$ cat src/rtl/mem_pkg.sv
// mem_pkg: shared definitions for the burst memory slice.
// Holds the default parameter constants and the controller state encoding.
package mem_pkg;

    localparam int unsigned DEF_DATA_W = 8;
    localparam int unsigned DEF_ADDR_W = 16;
    localparam int unsigned DEF_DEPTH  = 256;
    localparam int unsigned DEF_RD_LAT = 2;
    localparam int unsigned DEF_LEN_W  = 4;

    typedef enum logic [1:0] {
        ST_IDLE  = 2'd0,
        ST_WRITE = 2'd1,
        ST_READ  = 2'd2,
        ST_DRAIN = 2'd3
    } state_t;

endpackage

$ cat src/rtl/burst_memory_if.sv
// burst_memory_if: request / write-beat / read-beat bundle of the burst memory.
//   req_valid/req_ready/req_we/req_addr/req_len : burst request handshake
//   wr_valid/wr_ready/wr_data                   : write beat handshake
//   rd_valid/rd_data                            : read beats (no backpressure)
//   busy                                        : controller not idle
// master = requester side, slave = memory side.
interface burst_memory_if
    import mem_pkg::*;
#(
    parameter int unsigned DATA_W = DEF_DATA_W,
    parameter int unsigned ADDR_W = DEF_ADDR_W,
    parameter int unsigned LEN_W  = DEF_LEN_W
) ();

    logic              req_valid;
    logic              req_ready;
    logic              req_we;
    logic [ADDR_W-1:0] req_addr;
    logic [LEN_W-1:0]  req_len;
    logic              wr_valid;
    logic              wr_ready;
    logic [DATA_W-1:0] wr_data;
    logic              rd_valid;
    logic [DATA_W-1:0] rd_data;
    logic              busy;

    modport master (
        output req_valid, req_we, req_addr, req_len, wr_valid, wr_data,
        input  req_ready, wr_ready, rd_valid, rd_data, busy
    );

    modport slave (
        input  req_valid, req_we, req_addr, req_len, wr_valid, wr_data,
        output req_ready, wr_ready, rd_valid, rd_data, busy
    );

endinterface

$ cat src/rtl/rd_pipe.sv
// rd_pipe: read-latency shift register (valid + data, RD_LAT stages).
//   clk, rst_n          : clock, synchronous active-low reset (clears all stages)
//   in_valid, in_data   : read issued this cycle and its array data
//   out_valid, out_data : beat RD_LAT cycles later; data is zero when not valid
//   pending             : a read is still travelling behind the output stage
module rd_pipe
    import mem_pkg::*;
#(
    parameter int unsigned DATA_W = DEF_DATA_W,
    parameter int unsigned RD_LAT = DEF_RD_LAT
) (
    input  logic              clk,
    input  logic              rst_n,
    input  logic              in_valid,
    input  logic [DATA_W-1:0] in_data,
    output logic              out_valid,
    output logic [DATA_W-1:0] out_data,
    output logic              pending
);

    // Every stage except the output one.
    localparam logic [RD_LAT-1:0] INNER_MASK = {RD_LAT{1'b1}} >> 1;

    logic [RD_LAT-1:0] v;
    logic [DATA_W-1:0] d [RD_LAT];

    always_ff @(posedge clk) begin
        if (!rst_n) begin
            v <= '0;
            for (int unsigned i = 0; i < RD_LAT; i++) begin
                d[i] <= '0;
            end
        end else begin
            v[0] <= in_valid;
            // Zero data on idle slots so rd_data reads 0 whenever rd_valid is low.
            d[0] <= in_valid ? in_data : '0;
            for (int unsigned i = 1; i < RD_LAT; i++) begin
                v[i] <= v[i-1];
                d[i] <= d[i-1];
            end
        end
    end

    assign out_valid = v[RD_LAT-1];
    assign out_data  = d[RD_LAT-1];
    assign pending   = |(v & INNER_MASK);

endmodule

$ cat src/rtl/burst_memory.sv
// burst_memory: single-port word memory with burst read/write controller.
//   clk   : clock, all logic on rising edge
//   rst_n : synchronous active-low reset (controller and read pipe only;
//           memory contents survive)
//   bus   : burst_memory_if slave (request, write beats, read beats, busy)
// Reads issue one per cycle and return RD_LAT cycles later in address order.
module burst_memory
    import mem_pkg::*;
#(
    parameter int unsigned DATA_W = DEF_DATA_W,
    parameter int unsigned ADDR_W = DEF_ADDR_W,
    parameter int unsigned DEPTH  = DEF_DEPTH,
    parameter int unsigned RD_LAT = DEF_RD_LAT,
    parameter int unsigned LEN_W  = DEF_LEN_W
) (
    input logic           clk,
    input logic           rst_n,
    burst_memory_if.slave bus
);

    localparam int unsigned IDX_W = (DEPTH > 1) ? $clog2(DEPTH) : 1;
    localparam logic [IDX_W-1:0] LAST_IDX = IDX_W'(DEPTH - 1);

    state_t            state, state_nx;
    logic [IDX_W-1:0]  ptr, ptr_nx, ptr_inc, start_idx;
    logic [LEN_W-1:0]  cnt, cnt_nx;
    logic              issue, wr_en, pending, rd_v;
    logic [DATA_W-1:0] rd_d;
    logic [DATA_W-1:0] mem [DEPTH];

    // One extra bit keeps the divisor nonzero when DEPTH == 2**ADDR_W.
    assign start_idx = IDX_W'({1'b0, bus.req_addr} % (ADDR_W + 1)'(DEPTH));
    assign ptr_inc   = (ptr == LAST_IDX) ? '0 : ptr + 1'b1;

    always_ff @(posedge clk) begin
        if (wr_en) begin
            mem[ptr] <= bus.wr_data;
        end
    end

    always_ff @(posedge clk) begin
        if (!rst_n) begin
            state <= ST_IDLE;
            ptr   <= '0;
            cnt   <= '0;
        end else begin
            state <= state_nx;
            ptr   <= ptr_nx;
            cnt   <= cnt_nx;
        end
    end

    always_comb begin
        state_nx = state;
        ptr_nx   = ptr;
        cnt_nx   = cnt;
        issue    = 1'b0;
        wr_en    = 1'b0;
        case (state)
            ST_IDLE: begin
                if (bus.req_valid) begin
                    ptr_nx   = start_idx;
                    cnt_nx   = bus.req_len;
                    state_nx = bus.req_we ? ST_WRITE : ST_READ;
                end
            end
            ST_WRITE: begin
                if (bus.wr_valid) begin
                    wr_en  = 1'b1;
                    ptr_nx = ptr_inc;
                    if (cnt == '0) state_nx = ST_IDLE;
                    else           cnt_nx   = cnt - 1'b1;
                end
            end
            ST_READ: begin
                issue  = 1'b1;
                ptr_nx = ptr_inc;
                if (cnt == '0) state_nx = ST_DRAIN;
                else           cnt_nx   = cnt - 1'b1;
            end
            ST_DRAIN: begin
                // Leave once only the output stage can still hold a beat, so
                // the last rd_valid cycle is the final DRAIN cycle.
                if (!pending) state_nx = ST_IDLE;
            end
            default: state_nx = ST_IDLE;
        endcase
    end

    rd_pipe #(
        .DATA_W(DATA_W),
        .RD_LAT(RD_LAT)
    ) u_rd_pipe (
        .clk      (clk),
        .rst_n    (rst_n),
        .in_valid (issue),
        .in_data  (mem[ptr]),
        .out_valid(rd_v),
        .out_data (rd_d),
        .pending  (pending)
    );

    assign bus.req_ready = (state == ST_IDLE);
    assign bus.wr_ready  = (state == ST_WRITE);
    assign bus.busy      = (state != ST_IDLE);
    assign bus.rd_valid  = rd_v;
    assign bus.rd_data   = rd_d;

endmodule

$ cat src/flat_wrapper.sv
// flat-port wrapper written by rule: the top's interface ports become plain ports
module burst_memory_flat import mem_pkg::*;
#(
    parameter int unsigned DATA_W = DEF_DATA_W,
    parameter int unsigned ADDR_W = DEF_ADDR_W,
    parameter int unsigned DEPTH  = DEF_DEPTH,
    parameter int unsigned RD_LAT = DEF_RD_LAT,
    parameter int unsigned LEN_W  = DEF_LEN_W
)
  (clk, rst_n, bus_req_valid, bus_req_we, bus_req_addr, bus_req_len, bus_wr_valid, bus_wr_data, bus_req_ready, bus_wr_ready, bus_rd_valid, bus_rd_data, bus_busy);
  burst_memory_if #(.DATA_W(DATA_W), .ADDR_W(ADDR_W), .LEN_W(LEN_W)) bus_i ();
  input logic clk;
  input logic rst_n;
  input wire logic [$bits(bus_i.req_valid)-1:0] bus_req_valid;
  input wire logic [$bits(bus_i.req_we)-1:0] bus_req_we;
  input wire logic [$bits(bus_i.req_addr)-1:0] bus_req_addr;
  input wire logic [$bits(bus_i.req_len)-1:0] bus_req_len;
  input wire logic [$bits(bus_i.wr_valid)-1:0] bus_wr_valid;
  input wire logic [$bits(bus_i.wr_data)-1:0] bus_wr_data;
  output wire logic [$bits(bus_i.req_ready)-1:0] bus_req_ready;
  output wire logic [$bits(bus_i.wr_ready)-1:0] bus_wr_ready;
  output wire logic [$bits(bus_i.rd_valid)-1:0] bus_rd_valid;
  output wire logic [$bits(bus_i.rd_data)-1:0] bus_rd_data;
  output wire logic [$bits(bus_i.busy)-1:0] bus_busy;
  assign bus_i.req_valid = bus_req_valid;
  assign bus_i.req_we = bus_req_we;
  assign bus_i.req_addr = bus_req_addr;
  assign bus_i.req_len = bus_req_len;
  assign bus_i.wr_valid = bus_wr_valid;
  assign bus_i.wr_data = bus_wr_data;
  assign bus_req_ready = bus_i.req_ready;
  assign bus_wr_ready = bus_i.wr_ready;
  assign bus_rd_valid = bus_i.rd_valid;
  assign bus_rd_data = bus_i.rd_data;
  assign bus_busy = bus_i.busy;
  burst_memory #(.DATA_W(DATA_W), .ADDR_W(ADDR_W), .DEPTH(DEPTH), .RD_LAT(RD_LAT), .LEN_W(LEN_W)) u_core (.clk(clk), .rst_n(rst_n), .bus(bus_i));
endmodule
$ cat config.mk
export PLATFORM = sky130hd
export DESIGN_NAME = burst_memory_flat
export DESIGN_NICKNAME = d
export VERILOG_FILES = /design/src/rtl/mem_pkg.sv /design/src/rtl/burst_memory_if.sv /design/src/rtl/rd_pipe.sv /design/src/rtl/burst_memory.sv /design/src/flat_wrapper.sv
export SDC_FILE = /design/constraint.sdc
export NUM_CORES = 2
export LEC_CHECK = 0
export ABC_AREA = 1
export BUFFER_PORTS_ARGS = -buffer_cell sky130_fd_sc_hd__buf_2
export CORE_MARGIN = 4
export CORE_UTILIZATION = 35
export CTS_CLUSTER_SIZE = 30
export DETAILED_ROUTE_END_ITERATION = 10
export GPL_ROUTABILITY_DRIVEN = 0
export GPL_TIMING_DRIVEN = 0
export PLACE_DENSITY = 0.45
export SLEW_MARGIN = 20
export SYNTH_ARGS = -nofsm -noshare
export SYNTH_HDL_FRONTEND = slang
export SYNTH_HIERARCHICAL = 1
export SYNTH_SLANG_ARGS = --single-unit
export TNS_END_PERCENT = 50
$ cat constraint.sdc
create_clock -name clk -period 2.5 [get_ports clk]
set_input_delay 0.375 -clock clk [delete_from_list [all_inputs] [get_ports clk]]
set_output_delay 0.375 -clock clk [all_outputs]
set_load 0.01 [all_outputs]
==> results.py <==
metrics = {
    "sta": {
        "min_period_over_period_pct": 111,
        "worstMarginPinSlew_ns": 1.25,
        "slew_headroom_pct": 16.6,
        "slew_viol_final": 0,
        "grt_setup_unrepaired": "true",
        "max_freq_mhz": 359,
        "clock_skew_ns": 0.0470,
        "worst_slack_ns": -0.283,
        "period_minus_slack_ns": 2.78,
        "setup_violations": 81,
        "hold_viol_final": 0,
    },
    "pwr": {
        "p_leak_nw": 36.2,
        "peakVddDrop_v": 0.000607,
        "finalPower_mw": 120,
        "pwr_density_cell_nw_per_um2": 1150,
    },
    "worst_setup_path": {
        "crit_path_start_kind": "flip-flop",
        "crit_chain": "clkbuf_2, clkbuf_1, nand3_1, nand3_1, nand3_2, nand3_2, nand2_2, nand2_1, nand2_1, inv_1, nor2_1",
        "cp_num_buf_inv": 3,
        "crit_family": "buffers and inverters",
        "path_class": "reg2reg",
        "rr_worst_depth": 11,
        "cp_max_fo": 10,
        "cp.depth": 11,
        "required_ns": 3.28,
        "crit_arrival_ns": 3.57,
        "cpMaxStageDelayCell": "clkbuf_1",
        "max_stage_delay_ns": 0.73,
        "end_kind": "flip-flop",
    },
    "clock_tree": {
        "cts_root_buffer": "clkbuf_16",
        "cts_sinks": 2088,
        "clkSlewWorstSetupHoldPaths_ns": 0.06,
        "cts_tree": "built",
        "htreeDepth": 4,
        "cts_buffer_depth": 3,
        "worstSkewPairLatency_ns": 0.90,
        "cts_buffers": 226,
    },
    "floorplan": {
        "ios": 45,
        "die-width_um": 501,
        "die_area_um2": 251000,
        "rows": 180,
        "start_util_pct": 35.2,
        "die_h_um": 501,
        "core_um2": 241000,
    },
    "status": {
        "violations": "negative setup slack",
        "status": "finished with violations",
    },
    "synth": {
        "synth_top_cell_by_area": "edfxtp_1",
        "synth_cell_type_count": 29,
        "synth.net_count": 7221,
        "yosys-top-cells-count": "nand2_1, edfxtp_1, nand3_1",
        "yosysWarnings": 6,
        "avgSynthCellArea_um2": 11.8,
        "ys.flop_type": "edfxtp_1",
        "yosysMostFrequentCell": "nand2_1",
        "synth-seq-area-share_pct": 73.4,
        "synth_enable_flop_cells": 2048,
        "synth_area_leaders": "edfxtp_1, nand3_1, nand2_1, buf_2, nor2_1",
        "synth_area_um2": 84900,
        "synth_top_cell_area_share_pct": 72.4,
        "synthArstFlopShare_pct": 0,
        "ys_seq_elements": 2088,
        "netlist_instances": 7178,
    },
    "placed_design": {
        "dp_hpwl_um": 263000,
        "numPortBuffers": 36,
    },
    "worst_hold_path": {
        "hold_path.class": "in2reg",
        "min_path_cells": 3,
    },
    "detailed_routing": {
        "routed_wl_um": 378000,
        "drtPass1Iterations": 7,
        "num_vias": 62600,
        "drc": 0,
        "via_per_inst": 5.70,
        "first_iter_violations": 8681,
        "drtAntennaViolNets": 0,
        "avgRoutedWirePerCell_um": 34.4,
    },
    "global_route": {
        "grt_overflow_total": 0,
        "globalRouteTotalUtil_pct": 29.4,
        "grt_max_degree": 124,
        "grt_pass1_vias": 58300,
        "grt_pass1_wl_um": 504000,
        "antenna_found_initial": 18,
    },
    "layout": {
        "drive_above_1_share_pct": 18.1,
        "fillers": 22400,
        "syn2layout_area_growth_pct": 22.8,
        "fin_util_pct": 43.3,
        "layout.nets": 7645,
    },
    "job": {
        "drv_cap": 0,
    },
}
## where the power goes
part / internal [mW] / switching, mW / leakage [nW]
Clock: 18.4 / 14.4 / 3.47
Combinational: 12.6 / 35.8 / 14.0
Sequential: 38.7 / 0.254 / 18.7
Total: 69.8 / 50.5 / 36.2
## tightest hold or removal path: cells and delay by family
family	cells	cell delay [ns]
AO/OA/AOI/OAI	2	0.44
buffers and inverters	1	0.10
## kinds of logic after synthesis
| group | count (synthesis) | share of synthesized area [%] |
|---|---|---|
| simple gates | 4468 | 22.7 |
| buf+inv | 569 | 3.44 |
| fa+ha+maj | 10 | 0.147 |
| flops | 2088 | 73.4 |
| compound gates | 43 | 0.309 |
## timing repair
| action | CTS | global route |
|---|---|---|
| pin swaps | 36 | 66 |
| gates cloned | 2 | 1 |
| endpoints found under the hold margin | 244 | 0 |
| resized for setup | 1045 | 356 |
| setup buffers | 37 | 53 |
| hold buffers | 19 | 0 |
| setup endpoints to repair | 2009 | 1679 |
## per-stage QoR
step	setup TNS [ns]	hold WS, ns	setup WS (ns)	cell area, µm²	instances
5_1_grt	-6.58	0.0545	-0.209	104000	11000
4_1_cts	-74.71	0.0320	-0.282	102000	10900
2_1_floorplan	0	0.390	0.246	84900	7178
6_report	-5.18	0.0932	-0.283	104000	11000
3_3_place_gp	-8609.08	0.411	-3.37	89100	10400
3_5_place_dp	-1508.58	0.414	-1.60	90500	10400
## cell usage in the layout, fill, tap and decap left out, drive strengths merged, types with 3 or more instances in the layout
master         count
clkinv           104
nor2             293
dlygate4sd3       19
bufinv            14
buf              554
nor3               4
a221oi             7
clkdlybuf4s15      3
a211oi             3
ha                10
a31oi              3
inv               77
dfxtp             40
a21oi             12
o21ai             14
edfxtp          2048
nand3           2020
nand2           2150
diode              8
clkbuf           415
clkinvlp           5
## routing by layer
layer	global-route usage, %	wire length, µm	vias up
li1	-	-	26400
met4	16.0	24000	4
met3	7.44	38800	947
met5	0	32	-
met2	46.1	172000	3708
met1	37.6	144000	31500
## flip-flops by register name, summed over array words and instances, names as in the netlist, named ones only
signal / count
u_core/ptr: 8
u_core/state: 2
u_core/u_rd_pipe/v: 2
u_core/mem: 2048
u_core/u_rd_pipe/d: 16
u_core/cnt: 4
## path summary, 6_finish.rpt
kind / startpoint / to / slack (ns)
min reg2reg: u_core/u_rd_pipe/d[0][3] / u_core/u_rd_pipe/d[0][11] / 0.43
min: bus_req_addr[7] / u_core/ptr[7] / 0.09
max: flip-flop / u_core/u_rd_pipe/d[0][1] / -0.28
max reg2reg: flip-flop / u_core/u_rd_pipe/d[0][1] / -0.28
## area by class of cell
cell class	instances	area (µm²)	share of cell area, %
sequential	2088	62300	59.7
antenna	8	20.0	0.0192
clock inverter	124	1100	1.05
timing repair buffer	198	3280	3.15
inverter	76	325	0.312
buffer	491	4700	4.51
multi-input combinational	4521	22500	21.6
clock buffer	302	6060	5.81
tap	3185	3990	3.82
(Power assumes the default switching activity.)
